**src/rtl/vmewrite_pkg.sv**
```systemverilog
// Shared definitions for the VME write-side register bank: register map,
// FSM state encoding and the address decoder.
package vmewrite_pkg;

  localparam int NREG = 13;

  localparam logic [15:0] A7C80 = 16'h7C80;
  localparam logic [15:0] A7C82 = 16'h7C82;
  localparam logic [15:0] A7C84 = 16'h7C84;
  localparam logic [15:0] A7C86 = 16'h7C86;
  localparam logic [15:0] A7C88 = 16'h7C88;
  localparam logic [15:0] A7C8A = 16'h7C8A;
  localparam logic [15:0] A7C8C = 16'h7C8C;
  localparam logic [15:0] A7C8E = 16'h7C8E;
  localparam logic [15:0] A7C90 = 16'h7C90;
  localparam logic [15:0] A7C96 = 16'h7C96;
  localparam logic [15:0] A7CA0 = 16'h7CA0;
  localparam logic [15:0] A7CA2 = 16'h7CA2;
  localparam logic [15:0] A7CA4 = 16'h7CA4;

  // Entry i is register i; WSTB bit order follows this table.
  localparam logic [NREG-1:0][15:0] REG_ADDR = {
    A7CA4, A7CA2, A7CA0, A7C96, A7C90, A7C8E, A7C8C,
    A7C8A, A7C88, A7C86, A7C84, A7C82, A7C80
  };

  typedef enum logic [2:0] {
    IDLE, DECODE, WAITDS, WRITE, ACK, RELEASE, IGNORE
  } state_t;

  // Word address compare: bit 0 is forced to 1 on both sides so it never matters.
  function automatic logic [NREG-1:0] decode(input logic [15:0] addr);
    logic [NREG-1:0] hit;
    hit = '0;
    for (int i = 0; i < NREG; i++) begin
      hit[i] = ((addr | 16'h0001) == (REG_ADDR[i] | 16'h0001));
    end
    return hit;
  endfunction

endpackage

```
**src/rtl/vmesync.sv**
```systemverilog
// Multi-flop synchronizer for an active-low VME strobe; resets to inactive (1).
module vmesync #(
  parameter int SYNC_STAGES = 2
) (
  input  logic CLK,
  input  logic RSTN,
  input  logic d,
  output logic q
);

  logic [SYNC_STAGES-1:0] sync_reg;

  always_ff @(posedge CLK or negedge RSTN) begin
    if (!RSTN) begin
      sync_reg <= '1;
    end else begin
      sync_reg <= {sync_reg[SYNC_STAGES-2:0], d};
    end
  end

  assign q = sync_reg[SYNC_STAGES-1];

endmodule

```
**src/rtl/vmewrite.sv**
```systemverilog
// VME A16 write slave: handshake FSM, address decode and 13-register bank.
// Optional build macro VMEWRITE_BYTESWAP_EN stores DIN byte-swapped.
module vmewrite
  import vmewrite_pkg::*;
#(
  parameter int SYNC_STAGES = 2
) (
  input  logic            CLK,
  input  logic            RSTN,
  input  logic [15:0]     ADDR,
  input  logic [15:0]     DIN,
  input  logic            AS_N,
  input  logic            DS_N,
  input  logic            WRITE_N,
  output logic            DTACK_N,
  output logic [15:0]     REG7C80,
  output logic [15:0]     REG7C82,
  output logic [15:0]     REG7C84,
  output logic [15:0]     REG7C86,
  output logic [15:0]     REG7C88,
  output logic [15:0]     REG7C8A,
  output logic [15:0]     REG7C8C,
  output logic [15:0]     REG7C8E,
  output logic [15:0]     REG7C90,
  output logic [15:0]     REG7C96,
  output logic [15:0]     REG7CA0,
  output logic [15:0]     REG7CA2,
  output logic [15:0]     REG7CA4,
  output logic [NREG-1:0] WSTB,
  output logic            BUSY
);

  logic as_s;
  logic ds_s;
  logic wr_s;

  vmesync #(.SYNC_STAGES(SYNC_STAGES)) u_sync_as (.CLK(CLK), .RSTN(RSTN), .d(AS_N),    .q(as_s));
  vmesync #(.SYNC_STAGES(SYNC_STAGES)) u_sync_ds (.CLK(CLK), .RSTN(RSTN), .d(DS_N),    .q(ds_s));
  vmesync #(.SYNC_STAGES(SYNC_STAGES)) u_sync_wr (.CLK(CLK), .RSTN(RSTN), .d(WRITE_N), .q(wr_s));

  state_t                 state_reg, state_next;
  logic [SYNC_STAGES-1:0] fill_reg;
  logic                   fill_done;
  logic                   armed_reg;
  logic [15:0]            addr_reg;
  logic [NREG-1:0]        sel_reg;
  logic [NREG-1:0][15:0]  regs_reg;
  logic [NREG-1:0]        wstb_reg;
  logic                   dtack_n_reg;

  logic                   load;
  logic                   latch_addr;
  logic [NREG-1:0]        wstb_next;
  logic                   dtack_n_next;
  logic [15:0]            wdata;

`ifdef VMEWRITE_BYTESWAP_EN
  assign wdata = {DIN[7:0], DIN[15:8]};
`else
  assign wdata = DIN;
`endif

  // The synchronizers read "inactive" right after reset; fill_done marks when
  // they carry real bus samples, so a strobe held through reset is not a new cycle.
  assign fill_done = fill_reg[SYNC_STAGES-1];

  always_ff @(posedge CLK or negedge RSTN) begin
    if (!RSTN) begin
      state_reg <= IDLE;
    end else begin
      state_reg <= state_next;
    end
  end

  always_comb begin
    state_next = state_reg;
    case (state_reg)
      IDLE: begin
        if (!armed_reg) begin
          if (fill_done && !as_s) state_next = IGNORE;
        end else if (!as_s) begin
          state_next = wr_s ? IGNORE : DECODE;
        end
      end
      DECODE:  state_next = (|decode(addr_reg)) ? WAITDS : IGNORE;
      WAITDS: begin
        if (as_s)       state_next = IDLE;
        else if (!ds_s) state_next = WRITE;
      end
      WRITE:   state_next = ACK;
      ACK:     if (ds_s) state_next = RELEASE;
      RELEASE: if (as_s) state_next = IDLE;
      IGNORE:  if (as_s) state_next = IDLE;
      default: state_next = IDLE;
    endcase
  end

  always_comb begin
    latch_addr   = (state_reg == IDLE) && (state_next == DECODE);
    load         = (state_reg == WAITDS) && (state_next == WRITE);
    wstb_next    = load ? sel_reg : '0;
    dtack_n_next = (state_next != ACK);
    BUSY         = (state_reg != IDLE);
  end

  always_ff @(posedge CLK or negedge RSTN) begin
    if (!RSTN) begin
      fill_reg    <= '0;
      armed_reg   <= 1'b0;
      addr_reg    <= '0;
      sel_reg     <= '0;
      regs_reg    <= '0;
      wstb_reg    <= '0;
      dtack_n_reg <= 1'b1;
    end else begin
      fill_reg    <= {fill_reg[SYNC_STAGES-2:0], 1'b1};
      armed_reg   <= armed_reg | (fill_done & as_s);
      wstb_reg    <= wstb_next;
      dtack_n_reg <= dtack_n_next;
      if (latch_addr) addr_reg <= ADDR;
      if (state_reg == DECODE) sel_reg <= decode(addr_reg);
      for (int i = 0; i < NREG; i++) begin
        if (load && sel_reg[i]) regs_reg[i] <= wdata;
      end
    end
  end

  assign DTACK_N = dtack_n_reg;
  assign WSTB    = wstb_reg;
  assign REG7C80 = regs_reg[0];
  assign REG7C82 = regs_reg[1];
  assign REG7C84 = regs_reg[2];
  assign REG7C86 = regs_reg[3];
  assign REG7C88 = regs_reg[4];
  assign REG7C8A = regs_reg[5];
  assign REG7C8C = regs_reg[6];
  assign REG7C8E = regs_reg[7];
  assign REG7C90 = regs_reg[8];
  assign REG7C96 = regs_reg[9];
  assign REG7CA0 = regs_reg[10];
  assign REG7CA2 = regs_reg[11];
  assign REG7CA4 = regs_reg[12];

endmodule

```
**config.mk**
```make
export PLATFORM = sky130hd
export DESIGN_NAME = vmewrite
export DESIGN_NICKNAME = d
export VERILOG_FILES = /design/src/rtl/vmewrite_pkg.sv /design/src/rtl/vmesync.sv /design/src/rtl/vmewrite.sv
export SDC_FILE = /design/constraint.sdc
export NUM_CORES = 1
export LEC_CHECK = 0
export CAP_MARGIN = 0
export CORE_ASPECT_RATIO = 1.4
export CORE_UTILIZATION = 49
export DETAILED_ROUTE_END_ITERATION = 10
export PLACE_DENSITY = 0.8
export SKIP_CTS_REPAIR_TIMING = 1
export SLEW_MARGIN = 15
export SYNTH_ARGS = -nofsm -noshare
export SYNTH_HDL_FRONTEND = slang
export SYNTH_SLANG_ARGS = --single-unit
```
**constraint.sdc**
```tcl
create_clock -name CLK -period 2.25 [get_ports CLK]
set_input_delay 0.225 -clock CLK [delete_from_list [all_inputs] [get_ports CLK]]
set_output_delay 0.225 -clock CLK [all_outputs]
set_load 0.05 [all_outputs]
```
==> results of run 1 <==
[area by class of cell]
cell class | count | area [um2] | share of cell area
clock inverter | 12 | 166 | 0.0119
tap | 256 | 320 | 0.0228
sequential | 262 | 6570 | 0.468
clock buffer | 33 | 696 | 0.0496
inverter | 15 | 56.3 | 0.00401
timing repair buffer | 272 | 2760 | 0.197
multi-input combinational | 311 | 3470 | 0.247
[layer usage]
layer  track usage  wire [um]
met1         0.283       9650
met2         0.406      12700
met3        0.0401       1390
met4        0.0562        425
met5             0          0
[logic make-up after synthesis]
family | after synthesis | synth area share
multiplexers | 224 | 0.273
flip-flops | 262 | 0.635
buffers and inverters | 51 | 0.0287
other | 1 | 0.000363
AND/OR/NAND/NOR | 60 | 0.0461
AO/OA/AOI/OAI | 26 | 0.0160
[through the flow]
stage | hold slack [ns] | setup slack [ns] | utilization
2_1_floorplan | -0.0706 | 0.460 | -
3_3_place_gp | 0.204 | 0.305 | 0.640
3_5_place_dp | 0.208 | 0.276 | 0.640
4_1_cts | -0.332 | -0.168 | 0.682
5_1_grt | 0.116 | 0.153 | 0.683
6_report | 0.125 | 0.208 | 0.683
[cell usage after synthesis, drive strengths merged]
cell type	n	share of area
or4b	1	0.00097
dfrtp	255	0.62
a21oi	3	0.0015
o31a	1	0.00085
and4bb	1	0.0012
nand4b	1	0.00085
or2	5	0.0030
o211ai	1	0.00073
o31ai	7	0.0051
o21ai	9	0.0044
nor2b	2	0.0012
nand3	2	0.00097
or3	1	0.00061
nand2b	4	0.0024
conb	1	0.00036
clkbuf	19	0.0069
and4b	1	0.00097
a31oi	1	0.00061
mux2i	1	0.00097
o21a	1	0.00073
o21bai	2	0.0015
nor4b	1	0.00085
nand4	1	0.00061
nand2	31	0.026
dfstp	7	0.018
and3b	1	0.00085
a21o	1	0.00073
inv	15	0.0054
nor3b	1	0.00073
nor2	4	0.0022
buf	17	0.016
and4	1	0.00085
nand3b	2	0.0015
mux2	223	0.27
[worst min-delay path by stage]
| stage | start | slack (ns) | end | cells after the start |
|---|---|---|---|---|
| after floorplan | RSTN | -0.07 | REG7C80[0] | 0 |
| after global placement | RSTN | 0.20 | REG7C8C[14] | 1 |
| after detailed placement | RSTN | 0.21 | REG7C86[8] | 1 |
| after CTS | RSTN | -0.33 | REG7C8C[14] | 1 |
| after global routing | AS_N | 0.12 | u_sync_as.sync_reg[0] | 1 |
| final | DS_N | 0.13 | u_sync_ds.sync_reg[0] | 1 |
[where the power goes]
group,switching [mW],total (mW),internal [mW],leakage [nW]
registers,0.269,5.36,5.09,3.10
clock network,1.74,4.37,2.63,0.426
logic,1.31,2.15,0.840,2.79
==> Implementation_results.wiki, run 1 <==
{| class="wikitable"
! Metric !! Value
|-
| Max VDD drop || approximately 0.00064 V
|-
| Area enclosed by the die boundary || approximately 0.022 mm2
|-
| Power per unit of standard cell area || approximately 850 mW/mm2
|-
| Max Fclk || a little under 0.5 GHz
|-
| Required time at the worst-slack endpoint || roughly 2 ns
|-
| DPL Wire Length || about 17 mm
|-
| Cell area after placement || about 0.013 mm2
|-
| Critical path peak fanout || 1
|-
| Slew at the pin closest to its max-slew limit || 0.695 ns
|-
| Share of post-route cells with drive strength above 1 || 0.338
|-
| Final RePlAce weighted congestion || between 0.7 and 0.8
|-
| Post-route total power || approximately 12 mW
|-
| Worst Setup End Kind || output port
|-
| Root buffer cell || sky130_fd_sc_hd__clkbuf_16
|-
| Fin crit share || 0.908
|-
| Most frequent standard cell in the layout excluding fill and tap cells || sky130_fd_sc_hd__clkdlybuf4s50_1
|-
| Share of the yosys chip area belonging to registers || 0.635
|-
| Area overhead of the layout relative to synthesis || 35.8%
|-
| Synth Net Count || between 600 and 700
|-
| Number of synthesized register bits || ~260
|-
| Worst min-delay path class || input port to register
|-
| Count of buffer and inverter cells on the critical path || 1
|-
| Number of clock sinks seen by CTS || 262
|-
| Fin cells || roughly 1200
|-
| Final routed DRC violation total || 0
|-
| Depth of the worst register-to-register path || 4
|-
| CP Data Arrival Time || between 1.5 and 2 ns
|-
| Mean routed wirelength per cell || approximately 21 um
|-
| Headroom to the max-slew limit || 0.535
|-
| Total negative slack for setup checks || 0 ns
|-
| Post-synthesis instance area || between 0.01 and 0.015 mm2
|-
| Static leakage || approximately 6.3 nW
|-
| Series of cell instances along the critical path || clkdlybuf4s50_1
|-
| Outcome || finished, final reports clean
|-
| Number of placed I/O pins || 260
|-
| Diode insertion count for antenna repair || 0
|-
| Register-to-register setup slack || around 0.27 ns
|-
| Aggregate routed wire length || about 24 mm
|-
| Worst setup path start || DTACK_N
|-
| Cell depth of the worst setup path || 1
|-
| Horizontal extent of the die || 125 um
|-
| Finish-stage setup viols || 0
|-
| Final std cell area, no fill || roughly 0.014 mm2
|-
| Critical setup path kind || register to output port
|-
| Vias in the first global route || roughly 6400
|-
| Clock tree from TritonCTS || done
|-
| Global-route total usage across every layer || 0.227
|-
| RSZ-0062 raised after global routing || false
|-
| Via total after detailed routing || ~6100
|-
| Endpoint of the most critical register-to-register path || REG7C8C[13]
|-
| Number of hold violations in the final report || 0
|-
| Commonest cells after routing, fill and taps aside || sky130_fd_sc_hd__clkdlybuf4s50_1, sky130_fd_sc_hd__dfrtp_1, sky130_fd_sc_hd__mux2_2, sky130_fd_sc_hd__mux2_4, sky130_fd_sc_hd__clkbuf_16
|-
| Average vias per placed instance || approximately 5.2
|-
| Detailed router's first-iteration violation count || around 220
|-
| Count of fill cells added during filler insertion || approximately 1400
|-
| Number of warnings printed during yosys synthesis || 0
|-
| Insertion delay to the later sink of the worst-skew pair || slightly above 0.5 ns
|-
| Number of buffers inserted during clock tree synthesis || 25
|-
| PortBufs || 258
|-
| H-tree depth || 1
|-
| CP delay by family, top || buffers and inverters
|-
| Synth unique cells || 40
|-
| Initial core utilization || 0.503
|-
| First-pass GRT wire length || 38.3 mm
|-
| Max cap viols || 0
|-
| Largest buffer count on any clock path || 3
|-
| Area of the placeable core || a little over 0.02 mm2
|-
| Number of instances in the placed design || 1115
|-
| CP Launch Type || register
|-
| Slowest library cell on the worst path || sky130_fd_sc_hd__clkdlybuf4s50_1
|-
| Critical Path Max Stage Delay || approximately 0.8 ns
|-
| Vertical extent of the die || ~170 um
|-
| Pin count of the biggest net entering global routing || 63
|-
| Average instance area after synthesis || 16.6 um2
|-
| Clock-pin slew reported for the worst setup and hold paths after clock tree synthesis || 0.06 ns
|-
| 1st-pass router iterations || 4
|-
| Max-slew violation total from the final report || 0
|-
| Time the final worst path needs with I/O delays and setup || roughly 2.0 ns
|-
| Standard-cell rows || 62
|-
| Remaining global-route overflow || 0
|-
| Critical Path Sink || DTACK_N
|-
| Layout net count || a little over 900
|-
| Detail Route Antenna Nets || 0
|-
| Reg2Reg Launch Point || state_reg[2]
|-
| Syn Inst Count || 624
|-
| Final worst clock skew || between 0.01 and 0.015 ns
|-
| Antenna violations before repair || 0
|}
Note: power is estimated with default switching activity, not from simulation.
==> inputs of run 2 (changes only) <==
--- a/config.mk
+++ b/config.mk
@@ -7,11 +7,11 @@
 export LEC_CHECK = 0
 export CAP_MARGIN = 0
 export CORE_ASPECT_RATIO = 1.4
-export CORE_UTILIZATION = 49
+export CORE_UTILIZATION = 47
 export DETAILED_ROUTE_END_ITERATION = 10
-export PLACE_DENSITY = 0.8
+export PLACE_DENSITY = 0.77
 export SKIP_CTS_REPAIR_TIMING = 1
-export SLEW_MARGIN = 15
+export SLEW_MARGIN = 25
 export SYNTH_ARGS = -nofsm -noshare
 export SYNTH_HDL_FRONTEND = slang
 export SYNTH_SLANG_ARGS = --single-unit
==> Implementation_results.wiki, run 2 (synthesis results as in run 1) <==
{| class="wikitable"
! Metric !! Value
|-
| CP delay by family, top || buffers and inverters
|-
| Via total after detailed routing || about 6000
|-
| Slowest library cell on the worst path || sky130_fd_sc_hd__clkdlybuf4s50_1
|-
| Worst Setup End Kind || output port
|-
| Worst hold path startpoint || AS_N
|-
| Horizontal extent of the die || around 130 um
|-
| Root buffer cell || sky130_fd_sc_hd__clkbuf_16
|-
| Final std cell area, no fill || 0.0140 mm2
|-
| Insertion delay to the later sink of the worst-skew pair || 0.51 ns
|-
| Depth of the worst register-to-register path || 6
|-
| Vias in the first global route || between 6000 and 7000
|-
| Number of buffers inserted during clock tree synthesis || 25
|-
| Critical path peak fanout || 1
|-
| Register-to-register setup slack || ~0.22 ns
|-
| Endpoint of the most critical register-to-register path || REG7C84[5]
|-
| Final routed DRC violation total || 0
|-
| Worst min-delay path class || input port to register
|-
| Layout net count || 924
|-
| Finish-stage setup viols || 0
|-
| Required time at the worst-slack endpoint || just over 2 ns
|-
| PortBufs || 258
|-
| Fin crit share || 0.917
|-
| Series of cell instances along the critical path || clkdlybuf4s50_1
|-
| First-pass GRT wire length || between 30 and 40 mm
|-
| Number of clock sinks seen by CTS || approximately 260
|-
| Headroom to the max-slew limit || 0.566
|-
| Final worst clock skew || approximately 0.018 ns
|-
| Vertical extent of the die || 177 um
|-
| Clock-pin slew reported for the worst setup and hold paths after clock tree synthesis || around 0.06 ns
|-
| RSZ-0062 raised after global routing || false
|-
| Clock tree from TritonCTS || done
|-
| Count of fill cells added during filler insertion || ~1500
|-
| DPL Wire Length || ~17 mm
|-
| Max Fclk || 0.485 GHz
|-
| Pin count of the biggest net entering global routing || 76
|-
| Area overhead of the layout relative to synthesis || 35.1%
|-
| Most frequent standard cell in the layout excluding fill and tap cells || sky130_fd_sc_hd__clkdlybuf4s50_1
|-
| CP Data Arrival Time || ~1.8 ns
|-
| Max cap viols || 0
|-
| Critical setup path kind || register to output port
|-
| Area of the placeable core || around 0.021 mm2
|-
| Max VDD drop || around 0.00065 V
|-
| Remaining global-route overflow || 0
|-
| Detail Route Antenna Nets || 0
|-
| Standard-cell rows || 63
|-
| Detailed router's first-iteration violation count || between 150 and 200
|-
| Outcome || finished, final reports clean
|-
| Post-Route Hold Slack || 0.117 ns
|-
| Fraction of power consumed by the clock network || 0.341
|-
| Mean routed wirelength per cell || 19.8 um
|-
| Part of the total power dissipated in combinational logic || 0.187
|-
| CP Launch Type || register
|-
| Net switching power of the design || 3.25 mW
|-
| Reg2Reg Launch Point || state_reg[0]
|-
| Time the final worst path needs with I/O delays and setup || between 2 and 2.5 ns
|-
| Fin cells || between 1000 and 1500
|-
| Hold worst-path end || u_sync_as.sync_reg[0]
|-
| Internal || between 8 and 9 mW
|-
| 1st-pass router iterations || 4
|-
| Final RePlAce weighted congestion || ~0.80
|-
| Aggregate routed wire length || roughly 24 mm
|-
| Commonest cells after routing, fill and taps aside || sky130_fd_sc_hd__clkdlybuf4s50_1, sky130_fd_sc_hd__dfrtp_1, sky130_fd_sc_hd__mux2_2, sky130_fd_sc_hd__mux2_4, sky130_fd_sc_hd__clkbuf_16
|-
| Number of placed I/O pins || 260
|-
| Share of post-route cells with drive strength above 1 || 0.332
|-
| Average vias per placed instance || between 4 and 5
|-
| Global-route total usage across every layer || 0.212
|-
| Number of instances in the placed design || roughly 1200
|-
| Fraction of power consumed by sequential logic || 0.472
|-
| Antenna violations before repair || 0
|-
| Initial core utilization || 0.484
|-
| Largest buffer count on any clock path || 3
|-
| Count of buffer and inverter cells on the critical path || 1
|-
| Static leakage || between 6 and 7 nW
|-
| Critical Path Max Stage Delay || approximately 0.80 ns
|-
| H-tree depth || 1
|-
| Number of hold violations in the final report || 0
|-
| Area enclosed by the die boundary || roughly 0.023 mm2
|-
| Hold path depth || 1
|-
| Diode insertion count for antenna repair || 0
|-
| Slew at the pin closest to its max-slew limit || 0.649 ns
|-
| Max-slew violation total from the final report || 0
|-
| Power per unit of standard cell area || 815 mW/mm2
|-
| Switching power share of the total || 0.286
|-
| Cell area after placement || approximately 0.013 mm2
|}
==> run 2: through the flow <==
| stage | worst slack [ns] | setup TNS, ns | util | power (mW) |
|---|---|---|---|---|
| 2_1_floorplan | 0.460 | 0 | - | 6.78 |
| 3_3_place_gp | 0.282 | 0 | 0.618 | 7.54 |
| 3_5_place_dp | 0.249 | 0 | 0.618 | 7.60 |
| 4_1_cts | -0.122 | -0.122 | 0.653 | 11.5 |
| 5_1_grt | 0.134 | 0 | 0.653 | 11.8 |
| 6_report | 0.188 | 0 | 0.653 | 11.4 |
==> run 2: how the worst max path moves through the flow <==
stage,start,to,slack [ns],cells past startpoint
after global routing,state_reg[0],REG7C84[4],0.13,6
final,DTACK_N,DTACK_N,0.19,1
after global placement,state_reg[0],REG7C84[8],0.28,6
after CTS,state_reg[0],BUSY,-0.12,2
after detailed placement,state_reg[0],REG7C84[4],0.25,6
after floorplan,state_reg[0],REG7C86[10],0.46,8
==> run 2: cell type report <==
cell class	count	area, um2	share of cell area
Clock inverter	5	27.5	0.00197
Inverter	15	56.3	0.00403
Sequential cell	262	6570	0.470
Tap cell	292	365	0.0262
Multi-Input combinational cell	311	3470	0.249
Timing Repair Buffer	272	2750	0.197
Clock buffer	38	724	0.0519
==> run 2: metal layers <==
layer | GRT usage | wire length (um) | vias up
met1 | 0.249 | 9370 | 3028
met4 | 0.0605 | 502 | 0
met2 | 0.391 | 12500 | 190
met3 | 0.0383 | 1240 | 37
met5 | 0 | 0 | -
li1 | - | - | 2701
==> run 2: power groups by stage <==
stage	clock network [mW]	logic (mW)	registers, mW
after global placement	0	2.11	5.43
after CTS	3.98	2.16	5.37
after floorplan	0	0.715	6.07
after detailed placement	0	2.15	5.45
after global routing	4.14	2.25	5.42
final	3.88	2.13	5.37
==> inputs of run 3 (changes only) <==
--- a/config.mk
+++ b/config.mk
@@ -9,7 +9,8 @@
 export CORE_ASPECT_RATIO = 1.4
 export CORE_UTILIZATION = 47
 export DETAILED_ROUTE_END_ITERATION = 10
-export PLACE_DENSITY = 0.77
+export DONT_BUFFER_PORTS = 1
+export PLACE_DENSITY = 0.61
 export SKIP_CTS_REPAIR_TIMING = 1
 export SLEW_MARGIN = 25
 export SYNTH_ARGS = -nofsm -noshare
==> Implementation_results.wiki, run 3 (synthesis results as in run 1) <==
{| class="wikitable"
! Metric !! Value
|-
| Final std cell area, no fill || approximately 0.012 mm2
|-
| Cell area after placement || 0.0105 mm2
|-
| Final routed DRC violation total || 0
|-
| Vertical extent of the die || 177 um
|-
| Detailed router's first-iteration violation count || just over 200
|-
| Required time at the worst-slack endpoint || around 2.6 ns
|-
| Commonest cells after routing, fill and taps aside || sky130_fd_sc_hd__dfrtp_1, sky130_fd_sc_hd__mux2_2, sky130_fd_sc_hd__mux2_4, sky130_fd_sc_hd__dlygate4sd3_1, sky130_fd_sc_hd__clkbuf_16
|-
| Number of clock sinks seen by CTS || 262
|-
| Standard-cell rows || between 60 and 70
|-
| Clock tree from TritonCTS || done
|-
| Slew at the pin closest to its max-slew limit || 0.659 ns
|-
| RSZ-0062 raised after global routing || false
|-
| Via total after detailed routing || approximately 5200
|-
| Average vias per placed instance || between 5 and 6
|-
| Antenna violations before repair || 3
|-
| Max VDD drop || around 0.00068 V
|-
| Largest buffer count on any clock path || 3
|-
| Post-Route Hold Slack || -0.594 ns
|-
| Remaining global-route overflow || 0
|-
| CP Data Arrival Time || between 2 and 2.5 ns
|-
| Finish-stage setup viols || 0
|-
| Global-route total usage across every layer || 0.199
|-
| 1st-pass router iterations || 5
|-
| Violations in the final reports || hold timing
|-
| Worst Setup End Kind || register
|-
| Horizontal extent of the die || 127 um
|-
| Share of post-route cells with drive strength above 1 || 0.439
|-
| Aggregate routed wire length || roughly 23 mm
|-
| Vias in the first global route || 5495
|-
| Pin count of the biggest net entering global routing || between 200 and 300
|-
| Area of the placeable core || between 0.02 and 0.025 mm2
|-
| Max cap viols || 0
|-
| H-tree depth || 1
|-
| Max Fclk || ~0.5 GHz
|-
| Total negative slack for setup checks || 0 ns
|-
| PortBufs || 0
|-
| Register-to-register setup slack || 0.20 ns
|-
| Final worst clock skew || 0.00882 ns
|-
| First-pass GRT wire length || 34.0 mm
|-
| Area enclosed by the die boundary || 0.0226 mm2
|-
| Layout net count || slightly below 700
|-
| Area overhead of the layout relative to synthesis || 12.8%
|-
| Outcome || finished, violations left
|-
| Initial core utilization || 0.484
|-
| Final RePlAce weighted congestion || between 0.7 and 0.8
|-
| Most frequent standard cell in the layout excluding fill and tap cells || sky130_fd_sc_hd__dfrtp_1
|-
| Insertion delay to the later sink of the worst-skew pair || 0.51 ns
|-
| Number of hold violations in the final report || ~260
|-
| Time the final worst path needs with I/O delays and setup || 2.05 ns
|-
| Reg2Reg Launch Point || state_reg[0]
|-
| CP Launch Type || register
|-
| Depth of the worst register-to-register path || 5
|-
| Number of buffers inserted during clock tree synthesis || 24
|-
| Detail Route Antenna Nets || 0
|-
| Headroom to the max-slew limit || 0.559
|-
| DPL Wire Length || between 15 and 20 mm
|-
| Post-route total power || approximately 11 mW
|-
| Fin crit share || 0.911
|-
| Critical setup path kind || register to register
|-
| Root buffer cell || sky130_fd_sc_hd__clkbuf_16
|-
| Number of placed I/O pins || 260
|-
| Static leakage || approximately 5.3 nW
|-
| Power per unit of standard cell area || approximately 950 mW/mm2
|-
| Count of fill cells added during filler insertion || between 1500 and 2000
|-
| Critical path peak fanout || 17
|-
| Max-slew violation total from the final report || 0
|-
| Mean routed wirelength per cell || 23.6 um
|-
| Clock-pin slew reported for the worst setup and hold paths after clock tree synthesis || roughly 0.070 ns
|-
| Worst min-delay path class || input port to async pin
|-
| Endpoint of the most critical register-to-register path || REG7CA4[12]
|}
[run 3: per-stage QoR]
| stage | std cells | worst slack [ns] | utilization |
|---|---|---|---|
| 6_report | 963 | 0.199 | 0.546 |
| 5_1_grt | 963 | 0.109 | 0.546 |
| 4_1_cts | 927 | 0.196 | 0.529 |
| 3_5_place_dp | 884 | 0.175 | 0.492 |
| 3_3_place_gp | 884 | 0.287 | 0.492 |
| 2_1_floorplan | 624 | 0.460 | - |
[run 3: cell type report]
| cell class | count | area, um2 | share of cell area |
|---|---|---|---|
| flip-flops and latches | 262 | 6570 | 0.563 |
| multi-input cells | 311 | 3470 | 0.298 |
| clock buffers | 32 | 682 | 0.0585 |
| repair buffers | 38 | 395 | 0.0339 |
| well taps | 292 | 365 | 0.0313 |
| clock inverters | 11 | 116 | 0.00998 |
| inverters | 15 | 56.3 | 0.00483 |
| diodes | 2 | 5.00 | 0.000429 |
[run 3: power breakdown]
| part | internal [mW] | total (mW) | switching [mW] |
|---|---|---|---|
| sequential | 5.08 | 6.13 | 1.05 |
| combinational | 0.466 | 0.842 | 0.376 |
| clock | 2.36 | 4.07 | 1.71 |
[run 3: worst max-delay path by stage]
stage | from | endpoint | slack (ns) | cells after the start
floorplan | state_reg[0] | REG7C86[10] | 0.46 | 8
global placement | state_reg[0] | REG7CA4[10] | 0.29 | 5
detailed placement | state_reg[0] | REG7C84[13] | 0.18 | 5
CTS | state_reg[0] | REG7C84[13] | 0.20 | 5
global route | state_reg[0] | REG7CA4[12] | 0.11 | 5
finish | state_reg[0] | REG7CA4[12] | 0.20 | 5
[run 3: routing by layer]
layer / vias up / wire [um] / part of all wire / global-route usage
met1: 2726 / 8060 / 0.35 / 0.218
met5: - / 0 / 0 / 0
met4: 0 / 545 / 0.024 / 0.0605
li1: 2214 / - / - / -
met2: 178 / 12400 / 0.55 / 0.367
met3: 39 / 1710 / 0.075 / 0.0582
[run 3: critical path, cell delays in order (launching register included)]
cell	delay (ns)
sky130_fd_sc_hd__dfrtp_1	0.48
sky130_fd_sc_hd__nor2_4	0.17
sky130_fd_sc_hd__and4bb_2	0.28
sky130_fd_sc_hd__buf_12	0.25
sky130_fd_sc_hd__nand2_2	0.34
sky130_fd_sc_hd__mux2_2	0.40
